`config.mk`:
```
export PLATFORM = sky130hd
export DESIGN_NAME = lidar_bitstream_writer_flat
export DESIGN_NICKNAME = d
export VERILOG_FILES = /design/src/rtl/lidar_codec_pkg.sv /design/src/rtl/lidar_bitstream_writer_if.sv /design/src/rtl/crc16_word.sv /design/src/rtl/lidar_bitstream_writer.sv /design/src/flat_wrapper.sv
export SDC_FILE = /design/constraint.sdc
export NUM_CORES = 2
export LEC_CHECK = 0
export CAP_MARGIN = 40
export CORE_UTILIZATION = 55
export DETAILED_ROUTE_END_ITERATION = 7
export DONT_BUFFER_PORTS = 1
export MAX_ROUTING_LAYER = met4
export PLACE_DENSITY = 0.69
export SYNTH_ARGS = -nofsm -noshare
export SYNTH_HDL_FRONTEND = slang
export SYNTH_HIERARCHICAL = 1
export SYNTH_SLANG_ARGS = --single-unit
```
`constraint.sdc`:
```
create_clock -name clk -period 5.15 [get_ports clk]
set_input_delay 0.515 -clock clk [delete_from_list [all_inputs] [get_ports clk]]
set_output_delay 0.515 -clock clk [all_outputs]
set_load 0.02 [all_outputs]
```
`src/rtl/lidar_codec_pkg.sv`:
```
// rtl/lidar_codec_pkg.sv - shared LiDAR codec constants, frame layout and writer state type
package lidar_codec_pkg;

    localparam int N_POINTS          = 4;
    localparam int SYMBOLS_PER_POINT = 6;
    localparam int SYMBOL_WIDTH      = 16;
    localparam int FRAME_WIDTH       = 512;
    localparam int PAYLOAD_WIDTH     = N_POINTS * SYMBOLS_PER_POINT * SYMBOL_WIDTH;

    // Frame field offsets
    localparam int PAYLOAD_LSB = 0;
    localparam int COUNT_LSB   = 384;
    localparam int SIZE_LSB    = 400;
    localparam int SIZE_WIDTH  = 10;
    localparam int CRC_LSB     = 496;

    localparam logic [15:0] CRC_POLY   = 16'h1021;
    localparam logic [15:0] CRC_INIT   = 16'hFFFF;
    localparam logic [15:0] MODE_DELTA = 16'h0000;
    localparam logic [15:0] MODE_RAW   = 16'h0001;

    typedef enum logic [2:0] {
        ST_ACCEPT,
        ST_SER,
        ST_PAD,
        ST_HDR,
        ST_OUT
    } writer_state_t;

endpackage

```
`src/rtl/lidar_bitstream_writer_if.sv`:
```
// rtl/lidar_bitstream_writer_if.sv - point input and frame output handshake bundle
interface lidar_bitstream_writer_if;
    import lidar_codec_pkg::*;

    logic                    in_valid;
    logic                    in_ready;
    logic signed [15:0]      in_x;
    logic signed [15:0]      in_y;
    logic signed [15:0]      in_z;
    logic [31:0]             in_attr;
    logic                    flush;
    logic                    out_valid;
    logic                    out_ready;
    logic [FRAME_WIDTH-1:0]  compressed_data;

    // Point source / frame sink side
    modport master (
        output in_valid, in_x, in_y, in_z, in_attr, flush, out_ready,
        input  in_ready, out_valid, compressed_data
    );

    // Writer side
    modport slave (
        input  in_valid, in_x, in_y, in_z, in_attr, flush, out_ready,
        output in_ready, out_valid, compressed_data
    );

endinterface

```
`src/rtl/crc16_word.sv`:
```
// rtl/crc16_word.sv - combinational CRC-16-CCITT update over one 16-bit word, MSB first
module crc16_word
    import lidar_codec_pkg::*;
(
    input  logic [15:0] crc_in,
    input  logic [15:0] data_word,
    output logic [15:0] crc_out
);

    // Shift the word in one bit at a time, most significant bit first
    always_comb begin
        crc_out = crc_in;
        for (int i = 15; i >= 0; i--) begin
            if (crc_out[15] ^ data_word[i]) begin
                crc_out = {crc_out[14:0], 1'b0} ^ CRC_POLY;
            end else begin
                crc_out = {crc_out[14:0], 1'b0};
            end
        end
    end

endmodule

```
`src/rtl/lidar_bitstream_writer.sv`:
```
// rtl/lidar_bitstream_writer.sv - delta-predicts points into symbols and packs 4-point CRC frames
module lidar_bitstream_writer
    import lidar_codec_pkg::*;
(
    input  logic                     clk,
    input  logic                     reset,
    lidar_bitstream_writer_if.slave  bus,
    output logic [15:0]              raw_mode_count
);

    writer_state_t             state;
    logic                      in_ready_q;
    logic                      out_valid_q;
    logic [FRAME_WIDTH-1:0]    frame_q;
    logic [PAYLOAD_WIDTH-1:0]  payload;
    logic [15:0]               crc;
    logic [2:0]                pt_cnt;
    logic [4:0]                widx;
    logic [2:0]                sub;
    logic [95:0]               pt_syms;
    logic [15:0]               prev_x, prev_y, prev_z;
    logic                      flush_pend;

    logic [16:0]               res_x, res_y, res_z;
    logic                      fits;
    logic [95:0]               point_syms;
    logic [15:0]               crc_word;
    logic [15:0]               crc_next;
    logic [15:0]               point_count;
    logic [SIZE_WIDTH-1:0]     data_size;
    logic [FRAME_WIDTH-1:0]    frame_next;

    assign bus.in_ready        = in_ready_q;
    assign bus.out_valid       = out_valid_q;
    assign bus.compressed_data = frame_q;

    assign point_count = {13'b0, pt_cnt};
    assign data_size   = 10'(pt_cnt) * 10'd96;

    // Residuals in 17 bits; a point is sent raw if any residual overflows 16 bits
    always_comb begin
        res_x = {bus.in_x[15], bus.in_x} - {prev_x[15], prev_x};
        res_y = {bus.in_y[15], bus.in_y} - {prev_y[15], prev_y};
        res_z = {bus.in_z[15], bus.in_z} - {prev_z[15], prev_z};
        fits  = (res_x[16] == res_x[15]) && (res_y[16] == res_y[15]) && (res_z[16] == res_z[15]);
        if (fits) begin
            point_syms = {bus.in_attr, res_z[15:0], res_y[15:0], res_x[15:0], MODE_DELTA};
        end else begin
            point_syms = {bus.in_attr, bus.in_z, bus.in_y, bus.in_x, MODE_RAW};
        end
    end

    // Word fed to the CRC this cycle: point symbol, padding zero, or header field
    always_comb begin
        crc_word = 16'h0000;
        case (state)
            ST_SER:  crc_word = pt_syms[{sub, 4'b0000} +: SYMBOL_WIDTH];
            ST_HDR:  crc_word = (sub == 3'd0) ? point_count : {6'b0, data_size};
            default: crc_word = 16'h0000;
        endcase
    end

    crc16_word u_crc (
        .crc_in    (crc),
        .data_word (crc_word),
        .crc_out   (crc_next)
    );

    // Final frame image, captured on the last header cycle
    always_comb begin
        frame_next = '0;
        frame_next[PAYLOAD_LSB +: PAYLOAD_WIDTH] = payload;
        frame_next[COUNT_LSB +: 16]              = point_count;
        frame_next[SIZE_LSB +: SIZE_WIDTH]       = data_size;
        frame_next[CRC_LSB +: 16]                = crc_next;
    end

    // Frame assembly state machine
    always_ff @(posedge clk) begin
        if (reset) begin
            state          <= ST_ACCEPT;
            in_ready_q     <= 1'b0;
            out_valid_q    <= 1'b0;
            frame_q        <= '0;
            payload        <= '0;
            crc            <= CRC_INIT;
            pt_cnt         <= 3'd0;
            widx           <= 5'd0;
            sub            <= 3'd0;
            pt_syms        <= '0;
            prev_x         <= 16'd0;
            prev_y         <= 16'd0;
            prev_z         <= 16'd0;
            flush_pend     <= 1'b0;
            raw_mode_count <= 16'd0;
        end else begin
            case (state)
                ST_ACCEPT: begin
                    in_ready_q <= 1'b1;
                    if (bus.in_valid && in_ready_q) begin
                        pt_syms    <= point_syms;
                        prev_x     <= bus.in_x;
                        prev_y     <= bus.in_y;
                        prev_z     <= bus.in_z;
                        flush_pend <= bus.flush;
                        sub        <= 3'd0;
                        in_ready_q <= 1'b0;
                        state      <= ST_SER;
                        if (!fits && raw_mode_count != 16'hFFFF) begin
                            raw_mode_count <= raw_mode_count + 16'd1;
                        end
                    end else if (bus.flush && pt_cnt != 3'd0) begin
                        in_ready_q <= 1'b0;
                        state      <= ST_PAD;
                    end
                end
                ST_SER: begin
                    payload[{widx, 4'b0000} +: SYMBOL_WIDTH] <= crc_word;
                    crc  <= crc_next;
                    widx <= widx + 5'd1;
                    sub  <= sub + 3'd1;
                    if (sub == 3'(SYMBOLS_PER_POINT - 1)) begin
                        pt_cnt     <= pt_cnt + 3'd1;
                        sub        <= 3'd0;
                        flush_pend <= 1'b0;
                        if (pt_cnt == 3'(N_POINTS - 1)) begin
                            state <= ST_HDR;
                        end else if (flush_pend) begin
                            state <= ST_PAD;
                        end else begin
                            in_ready_q <= 1'b1;
                            state      <= ST_ACCEPT;
                        end
                    end
                end
                ST_PAD: begin
                    crc  <= crc_next;
                    widx <= widx + 5'd1;
                    if (widx == 5'(N_POINTS * SYMBOLS_PER_POINT - 1)) begin
                        sub   <= 3'd0;
                        state <= ST_HDR;
                    end
                end
                ST_HDR: begin
                    crc <= crc_next;
                    sub <= sub + 3'd1;
                    if (sub == 3'd1) begin
                        frame_q     <= frame_next;
                        out_valid_q <= 1'b1;
                        sub         <= 3'd0;
                        state       <= ST_OUT;
                    end
                end
                ST_OUT: begin
                    if (bus.out_ready) begin
                        out_valid_q <= 1'b0;
                        frame_q     <= '0;
                        payload     <= '0;
                        crc         <= CRC_INIT;
                        pt_cnt      <= 3'd0;
                        widx        <= 5'd0;
                        prev_x      <= 16'd0;
                        prev_y      <= 16'd0;
                        prev_z      <= 16'd0;
                        in_ready_q  <= 1'b1;
                        state       <= ST_ACCEPT;
                    end
                end
                default: begin
                    state <= ST_ACCEPT;
                end
            endcase
        end
    end

endmodule

```
`src/flat_wrapper.sv`:
```
// flat-port wrapper written by rule: the top's interface ports become plain ports
module lidar_bitstream_writer_flat import lidar_codec_pkg::*;
  (clk, reset, raw_mode_count, bus_in_valid, bus_in_x, bus_in_y, bus_in_z, bus_in_attr, bus_flush, bus_out_ready, bus_in_ready, bus_out_valid, bus_compressed_data);
  lidar_bitstream_writer_if bus_i ();
  input  logic clk;
  input  logic reset;
  output logic [15:0] raw_mode_count;
  input wire logic [$bits(bus_i.in_valid)-1:0] bus_in_valid;
  input wire logic [$bits(bus_i.in_x)-1:0] bus_in_x;
  input wire logic [$bits(bus_i.in_y)-1:0] bus_in_y;
  input wire logic [$bits(bus_i.in_z)-1:0] bus_in_z;
  input wire logic [$bits(bus_i.in_attr)-1:0] bus_in_attr;
  input wire logic [$bits(bus_i.flush)-1:0] bus_flush;
  input wire logic [$bits(bus_i.out_ready)-1:0] bus_out_ready;
  output wire logic [$bits(bus_i.in_ready)-1:0] bus_in_ready;
  output wire logic [$bits(bus_i.out_valid)-1:0] bus_out_valid;
  output wire logic [$bits(bus_i.compressed_data)-1:0] bus_compressed_data;
  assign bus_i.in_valid = bus_in_valid;
  assign bus_i.in_x = bus_in_x;
  assign bus_i.in_y = bus_in_y;
  assign bus_i.in_z = bus_in_z;
  assign bus_i.in_attr = bus_in_attr;
  assign bus_i.flush = bus_flush;
  assign bus_i.out_ready = bus_out_ready;
  assign bus_in_ready = bus_i.in_ready;
  assign bus_out_valid = bus_i.out_valid;
  assign bus_compressed_data = bus_i.compressed_data;
  lidar_bitstream_writer u_core (.clk(clk), .reset(reset), .bus(bus_i), .raw_mode_count(raw_mode_count));
endmodule
```
# Word level (Yosys, flattened, before mapping)
# Cells that the tools add are included.
[word_totals] regBits=1089 wordCells=175
[classes] eq_ne=20 n_reduce_logical=31 shift=3 add_sub_neg=8 n_mux=65 mul=1 bitwise=32
[op_table] op="$mux W512" n=2
[op_table] op="$pmux W512 S2" n=1
[op_table] op="$pmux W384 S2" n=1
[op_table] op="$bwmux W384" n=1
[op_table] op="$mux W384" n=1
[op_table] op="$shift A16 B11 Y384 const A" n=1
[op_table] op="$shiftx A16 B11 Y384" n=1
[op_table] op="$mux W13" n=16
[op_table] op="$pmux W16 S2" n=5
[op_table] op="$shiftx A96 B8 Y16" n=1
[op_table] op="$mux W16" n=5
[op_table] op="$mux W64" n=1
[op_table] op="$sub A16 B16 Y17" n=3
[op_table] op="$not A3 Y3" n=16
[op_table] op="$mux W3" n=12
[op_table] op="$reduce_and A3 Y1" n=6
[op_table] op="$add A16 B1 Y16 const B" n=1
[op_table] op="$ne A16 B16 Y1 const B" n=1
[op_table] op="$xor A1 B1 Y1" n=16
[op_table] op="$pmux W3 S5" n=1
[op_table] op="$pmux W3 S4" n=1
[op_table] op="$reduce_bool A2 Y1" n=6
[op_table] op="$neg A9 Y11" n=1
[op_table] op="$mux W1" n=10
[op_table] op="27 further kinds" n=50

# Depth between registers and ports, before layout
[logic_depth] word_depth=37 ltp_mapped=15

# Hierarchy
# The synthesis kept the hierarchy.
[modules_own_cells] module="lidar_bitstream_writer" seq_area_each_um2=19398.6 cells_per_inst=3773 area_per_inst_um2=36364.9 n_inst=1
[modules_own_cells] module="crc16_word" seq_area_each_um2=0.0 cells_per_inst=50 area_per_inst_um2=559.3 n_inst=1

# Worst setup path before layout
# OpenSTA, ideal clock, no wires.
[synth_path] path_kind="input port to flip-flop" startpoint="input bus_in_x[0]" endpoint="register u_core.raw_mode_count[8]" arrival_ns=3.275 path_slack_ns=1.751 stages=14 setup_time_ns=0.123 n_path_buf=1 path_cell_list="inv_1 ha_1 inv_1 fa_1 a21oi_2 o21ai_1 or4_1 a31oi_2 o41ai_2 xnor2_2 o31ai_4 buf_6 nor4_1 mux2_1"
[synth_via] elab_chain_len=7
[synth_lines] element="start, declared" line="flat_wrapper.sv:9" rtl="input wire logic [$bits(bus_i.in_x)-1:0] bus_in_x;"
[synth_lines] element="$sub A16 B16 Y17" line="lidar_bitstream_writer.sv:42" rtl="res_x = {bus.in_x[15], bus.in_x} - {prev_x[15], prev_x};"
[synth_lines] element="$eq A1 B1 Y1" line="lidar_bitstream_writer.sv:45" rtl="fits = (res_x[16] == res_x[15]) && (res_y[16] == res_y[15]) && (res_z[16] == res_z[15]);"
[synth_lines] element="$logic_and A1 B1 Y1 (2 in a row)" line="lidar_bitstream_writer.sv:45"
[synth_lines] element="$logic_not A1 Y1" line="lidar_bitstream_writer.sv:109" rtl="if (!fits && raw_mode_count != 16'hFFFF) begin"
[synth_lines] element="$logic_and A1 B1 Y1" line="lidar_bitstream_writer.sv:109"
[synth_lines] element="$reduce_and A3 Y1 (no line)"
[synth_lines] element="end signal, assigned" line="lidar_bitstream_writer.sv:110" rtl="raw_mode_count <= raw_mode_count + 16'd1;"
[synth_lines] element="end, declared" line="lidar_bitstream_writer.sv:8" rtl="output logic [15:0] raw_mode_count"
# No other way between the ends.
# A chain may end at the register's enable or synchronous reset.

# Worst setup path after layout
[layout_path] startpoint="register u_core.sub[0]" endpoint="register u_core.frame_q[511], in the netlist u_core/bus.compressed_data[511]"
[layout_via] elab_chain_len=20 elab_cells_between_ends=31 cone_classes="eq/ne: 2; shift: 1; mux: 17; bitwise: 9; reduce/logical: 2"
[layout_lines] element="start, declared" line="lidar_bitstream_writer.sv:19" rtl="logic [2:0] sub;"
[layout_lines] element="start signal, assigned" line="lidar_bitstream_writer.sv:121" rtl="sub <= sub + 3'd1;"
[layout_lines] element="start signal, assigned" line="lidar_bitstream_writer.sv:146" rtl="sub <= sub + 3'd1;"
[layout_lines] element="$shiftx A96 B8 Y16" line="lidar_bitstream_writer.sv:57" rtl="ST_SER: crc_word = pt_syms[{sub, 4'b0000} +: SYMBOL_WIDTH];"
[layout_lines] element="$pmux W16 S2 *" line="lidar_bitstream_writer.sv:56" rtl="case (state)"
[layout_lines] element="$xor A1 B1 Y1" line="crc16_word.sv:14" rtl="if (crc_out[15] ^ data_word[i]) begin"
[layout_lines] element="$mux W13 (5 in a row)" line="crc16_word.sv:14"
[layout_lines] element="$not A3 Y3 (no line)"
[layout_lines] element="$mux W13 (7 in a row)" line="crc16_word.sv:14"
[layout_lines] element="$not A3 Y3 (no line)"
[layout_lines] element="$mux W13 *" line="crc16_word.sv:14"
[layout_lines] element="named net u_core.crc_next[15]" line="lidar_bitstream_writer.sv:28" rtl="logic [15:0] crc_next;"
[layout_lines] element="$mux W512 *" line="lidar_bitstream_writer.sv:147" rtl="if (sub == 3'd1) begin"
[layout_lines] element="$pmux W512 S2 *" line="lidar_bitstream_writer.sv:97" rtl="case (state)"
[layout_lines] element="end signal, assigned" line="lidar_bitstream_writer.sv:148" rtl="frame_q <= frame_next;"
[layout_lines] element="end, declared" line="lidar_bitstream_writer.sv:14" rtl="logic [FRAME_WIDTH-1:0] frame_q;"
# The timed path passes the listed nets; every way through them passes the cells marked *. The select of a mux whose other input is x is not followed.

==> summary.md <==
| Metric | Value |
|---|---|
| Initial antenna violation count | `2` |
| Die X | `261 um` |
| Detailed-route DRC error count | `35` |
| First-pass GRT wire length | `166 mm` |
| Pre-antenna DRT Iters | `8` |
| CP arrival | `4320 ps` |
| Slew Viols, Final | `0` |
| Ys Warns | `6` |
| Cts bufs inserted | `about 100` |
| Worst Hold Class | `in2reg` |
| Synth Cell Area | `between 30000 and 40000 sq um` |
| CP max stage delay | `approximately 750 ps` |
| Hold depth | `2` |
| PnR worst setup slack | `roughly 1300 ps` |
| Setup WS pre-CTS | `between 1000 and 1500 ps` |
| Placer Congestion | `between 0.9 and 1` |
| IO Port Bufs | `0` |
| Die Y-Extent | `around 260 um` |
| Total gr overflow | `0` |
| Synth Register Bits | `~970` |
| Critical path's slowest cell | `dfxtp_2` |
| R2R Path End | `u_core/bus.compressed_data[511]` |
| Postcts setup bufs | `0` |
| Worst-path cell chain | `buf_12, mux2_2, a21oi_1, o22a_1, nor2_4, xor2_2, xor3_2, xnor2_1, xnor2_1, a22oi_1, nor2_1` |
| Worst r2r src | `u_core/sub[0]` |
| Setup slack, reg-to-reg | `around 1300 ps` |
| Post-synth EDFFs | `0` |
| Required @ worst endpoint | `about 5700 ps` |
| Post-CTS sizing | `0` |
| Largest net degree at the start of global routing | `294` |
| # setup viols final | `0` |
| Unrepaired setup endpoints after global routing | `false` |
| Ys async rst share | `0%` |
| CP endpoint kind | `flip-flop` |
| CP max FO | `30` |
| CTS clock-pin slew for the worst setup and hold paths | `roughly 60 ps` |
| Core Util, Final | `a little over three fifths` |
| Area delta synth->final | `12.1%` |
| Dpl cell area | `approximately 37000 sq um` |
| Final clock period utilization by the worst path | `~74%` |
| Clk sinks | `slightly below 1000` |
| Layout cell share with drive strength beyond 1 | `8.32%` |
| Cell row count | `94` |
| Post-Synthesis Cells | `about 3800` |
| Via density | `between 6 and 7` |
| Most used cell along the critical path | `xnor2_1` |
| Seq/Total Area, Yosys | `52.5%` |
| Initial drt markers | `3439` |
| Worst Clk Skew | `around 47 ps` |
| Largest area contributor in the netlist | `dfxtp_1` |
| MaxCap Viol Count | `0` |
| Fin nets | `between 3000 and 4000` |
| Post-DRT Antenna Nets | `0` |
| Rel. slew slack | `under 10%` |
| Routed via count | `28900` |
| R2R cell count | `11` |
| Core area | `66100 sq um` |
| Worst Setup SP | `u_core/sub[0]` |
| Tmin final | `~3800 ps` |
| Pwr Density | `~450 nW/um^2` |
| Hold Vio Cnt, Final | `0` |
| Max Clock Freq | `between 0.2 and 0.3 GHz` |
| Post-DP HPWL | `approximately 69 mm` |
| Peak VDD IR | `0.276 mV` |
| # H-tree levels | `3` |
| Setup TNS | `0 ps` |
| Crit Path Category | `reg2reg` |
| Die Area | `68200 sq um` |
| Vias in the first global route | `26100` |
| Total track usage | `32.5%` |
| Hold-fix buffers at CTS | `between 60 and 70` |
| CP Launch Type | `flip-flop` |
| Clk root buf | `clkbuf_16` |
| Top cell type's share of synthesized area | `a little over half` |
| Yosys cell types | `79` |
| Routed WL per cell | `24.1 um` |
| CTS tree | `yes` |
| Status | `finished with violations` |
| FILL cells | `roughly 5500` |
| Fin area | `around 41000 sq um` |
| Most used DFF post-synth | `dfxtp_1` |
| Initial Utilization | `between 50% and 60%` |
| Worst-margin pin slew | `1350 ps` |
| Total wire length | `113 mm` |
| Pleak | `15.4 nW` |
| Ports | `615` |
| Total power | `roughly 19 mW` |
| CTS Buffer Depth | `3` |
| Clk_lat worst skew | `670 ps` |
| Critical path endpoint | `u_core/bus.compressed_data[511]` |
| Violated checks | `design-rule violations` |
| Area contributors post-synth | `dfxtp_1 (53%), a22o_1 (9.3%), a22oi_1 (8.9%)` |
| Post-synthesis average cell area | `between 9 and 10 sq um` |
[per-layer routing]
metal | global-route usage, % | up-vias | routed length (um)
met1 | 42.2 | 14100 | 47500
met2 | 49.4 | 1184 | 51800
met4 | 11.2 | 0 | 3870
met3 | 7.96 | 212 | 10100
li1 | - | 13400 | -
met5 | - | - | 0
[worst max-delay path: cells and delay by family (launching register included)]
| kind | cells | cell delay [ps] |
|---|---|---|
| XOR/XNOR | 4 | 1480 |
| flip-flops | 1 | 750 |
| AO/OA/AOI/OAI | 3 | 680 |
| multiplexers | 1 | 360 |
| buffers and inverters | 1 | 290 |
| AND/OR/NAND/NOR | 2 | 130 |
[synth_stat cells (7+ instances only)]
master / n
a211oi_1: 12
a21o_1: 32
a21oi_1: 117
a22o_1: 391
a22oi_1: 436
a31oi_1: 43
and3_1: 7
buf_1: 8
buf_2: 11
buf_4: 106
clkbuf_1: 287
dfxtp_1: 969
ha_1: 59
inv_1: 71
mux2_2: 15
mux2i_1: 17
nand2_1: 245
nand2b_1: 14
nand3_1: 30
nand4_1: 9
nor2_1: 560
nor2b_1: 22
nor3_1: 26
nor4_1: 8
o211ai_1: 8
o21a_1: 10
o21ai_0: 80
o21ai_1: 22
o22a_1: 7
o22ai_1: 9
o31ai_1: 9
or4_1: 8
xnor2_1: 54
xor2_1: 26
[how the worst min path moves through the flow]
| stage | endpoint | startpoint |
|---|---|---|
| 2_1_floorplan | u_core/pt_syms[81] | u_core/pt_syms[81] |
| 3_3_place_gp | u_core/pt_syms[89] | u_core/pt_syms[89] |
| 3_5_place_dp | u_core/pt_syms[79] | u_core/pt_syms[79] |
| 4_1_cts | u_core/prev_x[0] | bus_in_x[0] |
| 5_1_grt | u_core/pt_syms[63] | bus_in_z[15] |
| 6_report | u_core/pt_syms[81] | bus_in_attr[17] |
[flip-flops by register name, summed over array words and instances, names as in the netlist, 5 cells and up]
name,cells
u_core/bus.compressed_data,407
u_core/payload,384
u_core/pt_syms,81
u_core/crc,16
u_core/prev_x,16
u_core/prev_y,16
u_core/prev_z,16
u_core/raw_mode_count,16
u_core/widx,5
[area by class of cell]
type,count,area (sq um),share of cell area (%)
clock buffer,145,2920,7.06
multi-input combinational,2473,15900,38.3
antenna,2,5.00,0.0121
clock inverter,33,463,1.12
tap,864,1080,2.61
inverter,71,267,0.644
timing repair buffer,144,1390,3.36
sequential,969,19400,46.9
[cells by family (layout without fill, tap and decap cells)]
| logic type | count (synthesis) | in the layout | synth area share, % |
|---|---|---|---|
| AO/OA/AOI/OAI | 1215 | 1215 | 24.7 |
| XOR/XNOR | 93 | 93 | 2.60 |
| adder cells (fa/ha/maj) | 63 | 63 | 2.22 |
| buffers and inverters | 484 | 393 | 6.06 |
| flip-flops | 969 | 969 | 52.5 |
| multiplexers | 36 | 36 | 1.07 |
| other | 1 | 106 | 0.0102 |
| AND/OR/NAND/NOR | 962 | 962 | 10.8 |
[cell usage in the layout (no fill, tap or decap), types with 62 or more instances in the layout]
master | netlist | final
a22o_1 | 391 | 389
a22oi_1 | 436 | 436
clkbuf_16 | 0 | 100
conb_1 | 1 | 104
o21ai_0 | 80 | 80
buf_4 | 106 | 66
dfxtp_1 | 969 | 968
nor2_1 | 560 | 551
inv_1 | 71 | 70
nand2_1 | 245 | 245
dlygate4sd3_1 | 0 | 62
a21oi_1 | 117 | 117
[through the flow]
step           hold slack (ps)  std cells
6_report                  31.0       4701
5_1_grt                   10.9       4701
4_1_cts                  0.764       4699
3_5_place_dp               446       4458
3_3_place_gp               438       4439
2_1_floorplan              433       3926
[where the power goes]
group | internal (mW) | switching, mW
combinational | 1.20 | 2.15
sequential | 7.76 | 0.275
clock | 4.26 | 3.05
(Power assumes the default switching activity.)
